`src/rtl/calc_display.sv`:
```
// Serial digit bus receiver with atomic frame commit and 8-digit multiplexed 7-segment drive.
// Optional build macro LEADING_ZERO_BLANK_EN blanks leading zero digits of the committed frame.
module calc_display #(
  parameter int REFRESH_DIV = 100000,
  parameter int NDIG        = 8
) (
  input  logic       clock,
  input  logic       reset,
  input  logic [1:0] status,
  input  logic [3:0] data,
  input  logic [3:0] pos,
  output logic [7:0] an,
  output logic [7:0] seg,
  output logic       frame_done
);

  localparam int CW = $clog2(REFRESH_DIV);

  logic [3:0]    shadow [NDIG];
  logic [3:0]    frame  [NDIG];
  logic          err_lat;
  logic [2:0]    scan_idx;
  logic [CW-1:0] div_cnt;
  logic          capture;
  logic          commit;
  logic          wrap;
  logic [7:0]    glyph;

  function automatic logic [7:0] decode(input logic [3:0] d);
    case (d)
      4'd0:    decode = 8'hC0;
      4'd1:    decode = 8'hF9;
      4'd2:    decode = 8'hA4;
      4'd3:    decode = 8'hB0;
      4'd4:    decode = 8'h99;
      4'd5:    decode = 8'h92;
      4'd6:    decode = 8'h82;
      4'd7:    decode = 8'hF8;
      4'd8:    decode = 8'h80;
      4'd9:    decode = 8'h90;
      default: decode = 8'hBF;
    endcase
  endfunction

  // Once an error is latched the bus is ignored until reset; pos 8..15 is never captured.
  assign capture = !err_lat && (status == 2'b01) && !pos[3];
  assign commit  = capture && (pos[2:0] == 3'd7);
  assign wrap    = (div_cnt == CW'(REFRESH_DIV - 1));

`ifdef LEADING_ZERO_BLANK_EN
  logic [NDIG-1:0] blank_mask;
  logic            zero_run;

  always_comb begin
    zero_run   = 1'b1;
    blank_mask = '0;
    for (int i = NDIG - 1; i >= 0; i--) begin
      zero_run      = zero_run & (frame[i] == 4'd0);
      blank_mask[i] = zero_run & (i != 0);
    end
  end
`endif

  always_comb begin
    glyph = 8'hFF;
    if (err_lat) begin
      case (scan_idx)
        3'd3:    glyph = 8'h86;
        3'd2:    glyph = 8'hAF;
        3'd1:    glyph = 8'hAF;
        3'd0:    glyph = 8'hA3;
        default: glyph = 8'hFF;
      endcase
    end else begin
      glyph = decode(frame[scan_idx]);
`ifdef LEADING_ZERO_BLANK_EN
      if (blank_mask[scan_idx]) glyph = 8'hFF;
`endif
    end
  end

  // Slot 7 of a committing frame comes straight from the bus, not the stale shadow.
  always_ff @(posedge clock or negedge reset) begin
    if (!reset) begin
      for (int i = 0; i < NDIG; i++) begin
        shadow[i] <= '0;
        frame[i]  <= '0;
      end
      err_lat    <= 1'b0;
      scan_idx   <= '0;
      div_cnt    <= '0;
      an         <= 8'hFF;
      seg        <= 8'hFF;
      frame_done <= 1'b0;
    end else begin
      if (status == 2'b00) err_lat <= 1'b1;
      if (capture) shadow[pos[2:0]] <= data;
      if (commit) begin
        for (int i = 0; i < NDIG - 1; i++) frame[i] <= shadow[i];
        frame[NDIG-1] <= data;
      end
      frame_done <= commit;
      if (wrap) begin
        div_cnt  <= '0;
        scan_idx <= scan_idx + 3'd1;
      end else begin
        div_cnt <= div_cnt + CW'(1);
      end
      an  <= ~(8'b1 << scan_idx);
      seg <= glyph;
    end
  end

endmodule

```
`config.mk`:
```
export PLATFORM = sky130hd
export DESIGN_NAME = calc_display
export DESIGN_NICKNAME = d
export VERILOG_FILES = /design/src/rtl/calc_display.sv
export SDC_FILE = /design/constraint.sdc
export NUM_CORES = 1
export LEC_CHECK = 0
export ABC_CLOCK_PERIOD_IN_PS = 2740
export CAP_MARGIN = 20
export CORE_ASPECT_RATIO = 2
export CORE_MARGIN = 2
export CORE_UTILIZATION = 50
export CTS_CLUSTER_SIZE = 14
export DETAILED_ROUTE_END_ITERATION = 12
export PLACE_DENSITY = 0.79
export SLEW_MARGIN = 20
export SYNTH_ARGS = -nofsm -noshare
export SYNTH_HDL_FRONTEND = slang
export SYNTH_SLANG_ARGS = --single-unit
```
`constraint.sdc`:
```
create_clock -name clock -period 2.74 [get_ports clock]
set_input_delay 0.548 -clock clock [delete_from_list [all_inputs] [get_ports clock]]
set_output_delay 0.548 -clock clock [all_outputs]
set_load 0.005 [all_outputs]
```
### After elaboration in Yosys (flattened, before gate mapping)

Memories as Yosys holds them, arrays and structs flattened.
Index checks and enable logic that the tools add are counted.

* multiply operators: 0
* reduce and logical (&&, ||, !) cells: 9
* bitwise operators: 3
* add/subtract/negate cells: 2
* mux-type cells: 9
* shifts and indexed selects: 1
* div/mod/pow operators: 0
* $lt $le $gt $ge: 3
* eq/ne operators: 6

Operators with widths (number)
* $bwmux 32: 1
* $pmux 7 s3: 1
* $add 17x1->17 const B: 1
* $eq 17x17->1 const B: 1
* $mux 17: 1
* $bmux 4 s3: 1
* $demux 4 s3: 1
* $mux 4: 3
* $ge 4x4->1 const B: 2
* $mux 8: 1
* $not 3->4: 2
* $not 8->8: 1
* $shl 1x3->8 const A: 1
* $eq 3x2->1 const B: 2
* $logic_and 1x1->1: 4
* $lt 4x1->1 const B: 1
* $add 3x1->3 const B: 1
* $eq 3x1->1 const B: 1
* $eq 3x3->1 const B: 1
* $logic_not 3->1: 1
* $eq 2x1->1 const B: 1
* $logic_not 1->1: 2
* $logic_not 2->1: 1
* $reduce_or 2->1: 1

* RAM bits: 0
* input port bits: 12
* register bits: 102
* memories kept: 1
* bits in latches: 0
* output and inout port bits: 17
* bits in read-only memories: 112

Memory list
* (no name shown): words 16, bits a word 7, read ports 1, clocked after Yosys merged registers in 0, write ports 0, RTL line 30 `case (d)`

### Longest topological paths before layout

Gate-level depths: netlist of run 1.

* depth in word-level cells: 6
* mapped depth: 9
* gate-level depth less buffers: 7

### Least setup slack after synthesis of run 1

Ideal clock, no wire load.

* kind: flip-flop to flip-flop
* from: reg scan_idx[0]
* to: reg seg[3]
* setup time: 0.078 ns
* setup slack: 0.573 ns
* arrival: 2.089 ns
* stages on the path, launching flop included: 9
* cells stage by stage: dfrtp_1 -> buf_6 -> mux4_1 -> mux2i_1 -> inv_1 -> ha_1 -> a211oi_2 -> o21ai_1 -> and3_1

* cells in the longest elaborated chain, start to end: 6
* elaborated cells between the ends (all ways): 12

RTL lines
* start: declaration: RTL line 22 `logic [2:0] scan_idx;`
* start signal: assignment: RTL line 105 `scan_idx <= scan_idx + 3'd1;`
* $not 3->4 (implied by the code): RTL line 75 `glyph = decode(frame[scan_idx]);`
* $bmux 4 s3: RTL line 75
* $mux 4 (implied by the code) (2 in a row): RTL line 75
* $mem_v2 16x7
* $mux 8 *: RTL line 66 `if (err_lat) begin`
* net glyph[3]: RTL line 27 `logic [7:0] glyph;`
* end signal: assignment: RTL line 110 `seg <= glyph;`
* end: declaration: RTL line 13 `output logic [7:0] seg,`

Mark *: on every way through the listed nets, which the timed path passes. The rest lies on a longest branch. The select of a mux whose other input is x is not followed.
A chain may end at the register's enable or synchronous reset.

### Worst setup path in the final report of run 1

Ends and elaborated chain as after synthesis.

==> results of run 1 <==
==> worst register-to-register path, stage by stage (launching register included) <==
cell and delay, ns:
dfrtp_1 0.40, mux4_1 0.56, mux2i_1 0.37, inv_1 0.15, ha_1 0.22, a211oi_2 0.20, o21ai_1 0.11, and3_1 0.19
==> layout make-up <==
cell class,count,share of cell area [%]
inverters,11,0.831
repair buffers,36,6.75
multi-input cells,192,35.1
well taps,98,2.47
flip-flops and latches,97,49.2
clock inverters,2,0.252
clock buffers,14,5.31
==> power by group <==
| group | total (mW) | switching [mW] | internal (mW) |
|---|---|---|---|
| Sequential | 1.45 | 0.00734 | 1.45 |
| Combinational | 0.0706 | 0.0432 | 0.0274 |
| Clock | 1.17 | 0.503 | 0.664 |
==> flip-flops by register name (all words and copies together) (netlist names) <==
register	flops
frame	32
shadow	28
div_cnt	17
an	8
seg	7
scan_idx	3
err_lat	1
frame_done	1
==> layout by cell type (no fill, tap or decap), drive strengths merged, types with 5 or more instances in the layout <==
cell           count
dfrtp             82
mux2              62
clkdlybuf4s50     26
nor2              17
nand2             15
dfstp             15
clkbuf            14
ha                13
inv               11
buf               10
xnor2              9
nand3              8
mux4               8
xor2               7
o21ai              6
a21oi              5
mux2i              5
nor3               5
==> layer usage <==
layer	global-route usage, %	part of all wire, %	vias to the layer above
li1	-	-	1159
met1	18.7	37	1264
met2	33.5	58	36
met3	3.65	2.7	15
met4	9.15	3.1	0
met5	0	0	-
==> logic make-up after synthesis <==
| family | synth area share, % |
|---|---|
| AOI/OAI and AO/OA | 2.24 |
| xor gates and xnor gates | 3.26 |
| adders and majority gates | 3.78 |
| buffers and inverters | 2.59 |
| DFF | 56.8 |
| muxes | 22.3 |
| other | 0.0872 |
| and+or+nand+nor | 8.90 |
==> per-stage QoR <==
| stage | cells | setup slack (ns) | power, mW | utilization (%) | hold WS (ns) |
|---|---|---|---|---|---|
| after floorplan | 311 | 0.573 | 1.50 | - | 0.252 |
| after detailed placement | 434 | 0.0592 | 1.55 | 56.6 | 0.488 |
| after global routing | 450 | 0.367 | 2.78 | 59.9 | 0.435 |
| after CTS | 450 | 0.413 | 2.71 | 59.9 | 0.392 |
| final | 450 | 0.454 | 2.69 | 59.9 | 0.368 |
| after global placement | 434 | 0.111 | 1.55 | 56.6 | 0.475 |
==> worst min-delay path by stage <==
stage / from / to / cells after the start
6_report: reset / frame[27] / 1
5_1_grt: reset / err_lat / 1
4_1_cts: reset / frame[26] / 1
3_5_place_dp: frame[28] / frame[28] / 1
3_3_place_gp: div_cnt[0] / div_cnt[0] / 1
2_1_floorplan: reset / div_cnt[0] / 0
==> results.md, run 1 <==
* Register area share after synthesis at 56.8%
* Max Cap Viol at 0
* Cell area after synthesis at ~4300 um^2
* Worst path depth at 7
* Hold Buf Count CTS at 0
* DR iter-0 viols at 117
* Clk_lat worst skew at about 0.34 ns
* # rows at 47
* Post-synth top area share at around 48%
* Grt ovf at 0
* First-pass GRT wire length at 12.8 mm
* Max Clk Rate at 437 MHz
* Most frequent cell after synthesis: dfrtp_1
* CP top delay family: multiplexers
* RSZ-0062 raised after global routing: no
* Yosys warnings at 0
* Post-route setup TNS at 0 ns
* Worst min path class: in -> async
* Setup Fix Bufs, Post-CTS at 0
* Final setup viols at 0
* Avg Cell Area, Syn at 13.8 um^2
* Filler Cell Count at between 600 and 700
* Root Driver: clkbuf_16
* H-tree Lvls at 3
* Initial antenna violation count at 0
* Post-synth top flop: dfrtp_1
* Die height at 135 um
* Worst Path Max Fanout at 3
* Final net count at 372
* WP buf/inv at 1
* Top post-synthesis cells by area: dfrtp_1 (48%), mux2_2 (16%), dfstp_2 (9.2%), ha_1 (3.8%), mux4_1 (2.4%)
* Wire per inst at 17.0 um
* Worst-Margin Slew at 0.944 ns
* Power Density at approximately 540 nW/um^2
* Synthesized Nets at 336
* CP endpoint: seg[3]
* Crit Path Class: reg -> reg
* Distinct cell type count after synthesis at 44
* Ant diodes at 0
* Post-route clock skew at 0.00469 ns
* Sink Count at 97
* Hold Vio Cnt, Final at 0
* Flops & latches, synth at 97
* Multi-input combinational cell area at 1750 um^2
* Status: completed
* Vias at between 2,000 and 2,500
* Post-synthesis cell count at between 300 and 400
* Crit path arrival time at 2.56 ns
* Crit-path cells: mux4_1, mux2i_1, inv_1, ha_1, a211oi_2, o21ai_1, and3_1
* Number of flops mapped to enable cells by yosys at 0
* Initial Util at 51.9%
* GP Congestion at 0.798
* Peak supply drop at 0.000322 V
* Delay of the slowest critical-path stage at 0.56 ns
* Post-cts resize count at 0
* Final Cell Area at 4970 um^2
* Largest net degree at the start of global routing at 80
* Total Routing Usage GR at ~18%
* Io pins at 29
* Worst r2r dst: seg[3]
* TritonCTS buffer count at 9
* DP HPWL at around 5.7 mm
* Core box area at approximately 8300 um^2
* Req. time, crit path at 3.01 ns
* Leakage Power at 2.41 nW
* R2R cell count at 7
* CTS clk-pin slew, worst paths at 0.06 ns
* CTS tree: done
* Routed WL at around 7.7 mm
* DRT antenna net count at 0
* Post-synth top area cell: dfrtp_1
* DRC viols at 0
* # port buffers at 27
* Die X at 69.6 um
* CP endpoint kind: flip-flop
* Vias per cell at 5.50
* Reg2Reg Setup Slack at ~0.45 ns
* Post-layout min period at 2.29 ns
* Deepest clock path buffer count at 2
* Top cells by count, synth: dfrtp_1 (82), mux2_2 (61), nor2_1 (17)
* Area growth syn-to-layout at 15.4%
* Crit path launch type: flip-flop
* Rel. slew slack at 37.1%
* DP Area at around 4700 um^2
* Ys async rst share at 100%
* Worst r2r src: scan_idx[0]
* Die area at roughly 9400 um^2
* Storage element area at between 2000 and 2500 um^2
* Vias in the first global route at between 2,000 and 3,000
* Worst setup path startpoint: scan_idx[0]
* Max Slew Vio Count at 0
* Final period utilization at between 80 and 90%
* Layout cells sized above 1 at 31.5%
* Slowest CP cell: mux4_1
* Pre-Repair DR Iteration Count at 4
Note: power is estimated with default switching activity, not from simulation.
==> run 2, diff against run 1 <==
--- a/config.mk
+++ b/config.mk
@@ -5,14 +5,14 @@
 export SDC_FILE = /design/constraint.sdc
 export NUM_CORES = 1
 export LEC_CHECK = 0
-export ABC_CLOCK_PERIOD_IN_PS = 2740
+export ABC_CLOCK_PERIOD_IN_PS = 2100
 export CAP_MARGIN = 20
 export CORE_ASPECT_RATIO = 2
 export CORE_MARGIN = 2
 export CORE_UTILIZATION = 50
 export CTS_CLUSTER_SIZE = 14
 export DETAILED_ROUTE_END_ITERATION = 12
-export PLACE_DENSITY = 0.79
+export PLACE_DENSITY = 0.82
 export SLEW_MARGIN = 20
 export SYNTH_ARGS = -nofsm -noshare
 export SYNTH_HDL_FRONTEND = slang
==> constraint.sdc (replaced) <==
create_clock -name clock -period 2.1 [get_ports clock]
set_input_delay 0.42 -clock clock [delete_from_list [all_inputs] [get_ports clock]]
set_output_delay 0.42 -clock clock [all_outputs]
set_load 0.005 [all_outputs]
==> run 2 against run 1 <==
- critical path depth is the same
- clock skew shrank 0.0012 ns
- via count grew 3.2%
- critical path type unchanged
- largest cell class unchanged
==> results.md, run 2 (same netlist as run 1, synthesis figures left out) <==
* Status: completed
* Routed WL at 8.06 mm (+5.2%)
* Most frequent cells in the layout: dfrtp_1 (80), mux2_2 (61), clkdlybuf4s50_1 (26)
* Wire per inst at 17.4 um (+2.3%)
* Hold Path Depth at 1
* R2R cell count at 7 (unchanged)
* Pre-CTS setup slack at -0.286 ns (-0.345 ns)
* Io pins at 29 (unchanged)
* Largest net degree at the start of global routing at 53 (-34%)
* Post-route setup TNS at 0 ns (unchanged)
* DR iter-0 viols at 81 (-31%)
* Top flop regs: frame: 32 flops, shadow: 28 flops, div_cnt: 17 flops
* CP endpoint kind: flip-flop
* Power Density at 703 nW/um^2 (+30%)
* Ant diodes at 0 (unchanged)
* Vias at 2,552 (+3.2%)
* Final setup viols at 0 (unchanged)
* Worst r2r src: scan_idx[0]
* Final period utilization at 98.0% (+15 points)
* Hold Vio Cnt, Final at 0 (unchanged)
* RSZ-0062 raised after global routing: yes
* Crit path arrival time at 2.33 ns (-0.23 ns)
* Storage element area at 2450 um^2 (+0.10%)
* CTS tree: done
* Worst min path class: reg -> reg
* Initial antenna violation count at 0 (unchanged)
* Peak supply drop at 0.000383 V (+19%)
* Worst setup path startpoint: scan_idx[0]
* Final Cell Area at 5160 um^2 (+3.8%)
* Max Slew Vio Count at 0 (unchanged)
* Die X at 69.6 um (unchanged)
* H-tree Lvls at 3 (unchanged)
* Deepest clock path buffer count at 2 (unchanged)
* DP Area at 4780 um^2 (+2.0%)
* Total Routing Usage GR at 18.6% (+0.66 points)
* Post-route clock skew at 0.00347 ns (-0.00123 ns)
* Post-layout min period at 2.06 ns (-0.228 ns)
* Filler Cell Count at 627 (+1.3%)
* Placed instance count at 442 (+1.8%)
* Power, Total at 3.63 mW (+35%)
* Initial Util at 51.9% (unchanged)
* Final net count at 385 (+3.5%)
* CTS clk-pin slew, worst paths at 0.06 ns (about the same)
* Max Clk Rate at 486 MHz (+11%)
* Clk_lat worst skew at 0.34 ns (about the same)
* Area growth syn-to-layout at 19.9%
* Leakage Power at 2.48 nW (+2.9%)
* Die height at 135 um (unchanged)
* Final hold slack at 0.484 ns (+0.116 ns)
* Multi-input combinational cell area at 1760 um^2 (+0.93%)
* Req. time, crit path at 2.37 ns (-0.64 ns)
* TritonCTS buffer count at 9 (unchanged)
* Grt ovf at 0 (unchanged)
* Largest register FFs at 32 (unchanged)
* DRT antenna net count at 0 (unchanged)
* GP Congestion at 0.778 (-2.5%)
* Root Driver: clkbuf_16
* Die area at 9410 um^2 (unchanged)
* First-pass GRT wire length at 13.3 mm (+3.8%)
* Crit path launch type: flip-flop
* Hold Crit Start: div_cnt[0]
* Pre-Repair DR Iteration Count at 5 (+1)
* Vias per cell at 5.51 (+0.26%)
* Sink Count at 97 (unchanged)
* Core box area at 8290 um^2 (unchanged)
* Fin util at 62.2% (+2.3 points)
* Final worst slack at 0.0417 ns (-0.412 ns)
* Max Cap Viol at 0 (unchanged)
* Worst Path Max Fanout at 3 (unchanged)
* Layout Cells excl Fill at 463 (+2.9%)
* # port buffers at 27 (unchanged)
* Crit Path Class: reg -> reg
* DRC viols at 0 (unchanged)
* Commonest non-fill, non-tap cell in the layout: dfrtp_1
* # rows at 47 (unchanged)
* Vias in the first global route at 2,805 (+3.7%)
* Register bank with the most flops: frame
* DP HPWL at 5.88 mm (+3.9%)
* Layout cells sized above 1 at 37.0% (+5.5 points)
==> run 2: changes by cell type in the layout (fill, tap and decap cells not counted), moves of 2 or more <==
cell	previous run	this run
buf_4	10	18
buf_12	0	3
clkbuf_1	3	0
mux4_1	4	1
mux4_2	4	7
clkinv_4	0	2
dfrtp_1	82	80
dfrtp_2	0	2
==> run 2: routing by layer <==
metal | vias to the layer above | GRT usage (%) | wire length [um]
met5 | - | 0 | 0
met4 | 0 | 12.2 | 416
met3 | 22 | 3.79 | 200
met2 | 50 | 35.1 | 4680
met1 | 1300 | 17.8 | 2760
li1 | 1180 | - | -
==> run 2: repair_timing <==
| item | CTS | global route |
|---|---|---|
| gates resized for setup | 5 | 4 |
| hold buffers | 1 | 0 |
| setup endpoints to repair | 2 | 7 |
| pin swaps | 1 | 1 |
| setup buffers | 1 | 3 |
| hold endpoints to repair | 15 | 0 |
==> run 2: critical path, stage by stage, from the launching register on <==
cell	delay, ns
dfrtp_2	0.42
mux4_2	0.54
mux2i_4	0.24
inv_2	0.07
ha_1	0.20
a211oi_2	0.22
o21ai_1	0.11
and3_1	0.19
==> run 2: path summary, 6_finish.rpt <==
path	endpoint	slack [ns]
min reg2reg	div_cnt[0]	0.48
min	div_cnt[0]	0.48
max	seg[3]	0.04
max in group asynchronous	seg[1]	0.93
min in group asynchronous	div_cnt[12]	0.52
max reg2reg	seg[3]	0.04
==> run 2: report_power, final <==
group | total [mW] | switching (mW) | internal [mW]
clock network | 1.63 | 0.675 | 0.956
logic | 0.0981 | 0.0576 | 0.0405
registers | 1.90 | 0.00956 | 1.89
==> run 2: area by class of cell <==
cell class | instances | area share (%)
multi-input combinational | 192 | 34.2
inverter | 11 | 0.801
clock inverter | 6 | 1.31
timing repair buffer | 49 | 9.24
sequential | 97 | 47.5
tap | 98 | 2.38
clock buffer | 10 | 4.63
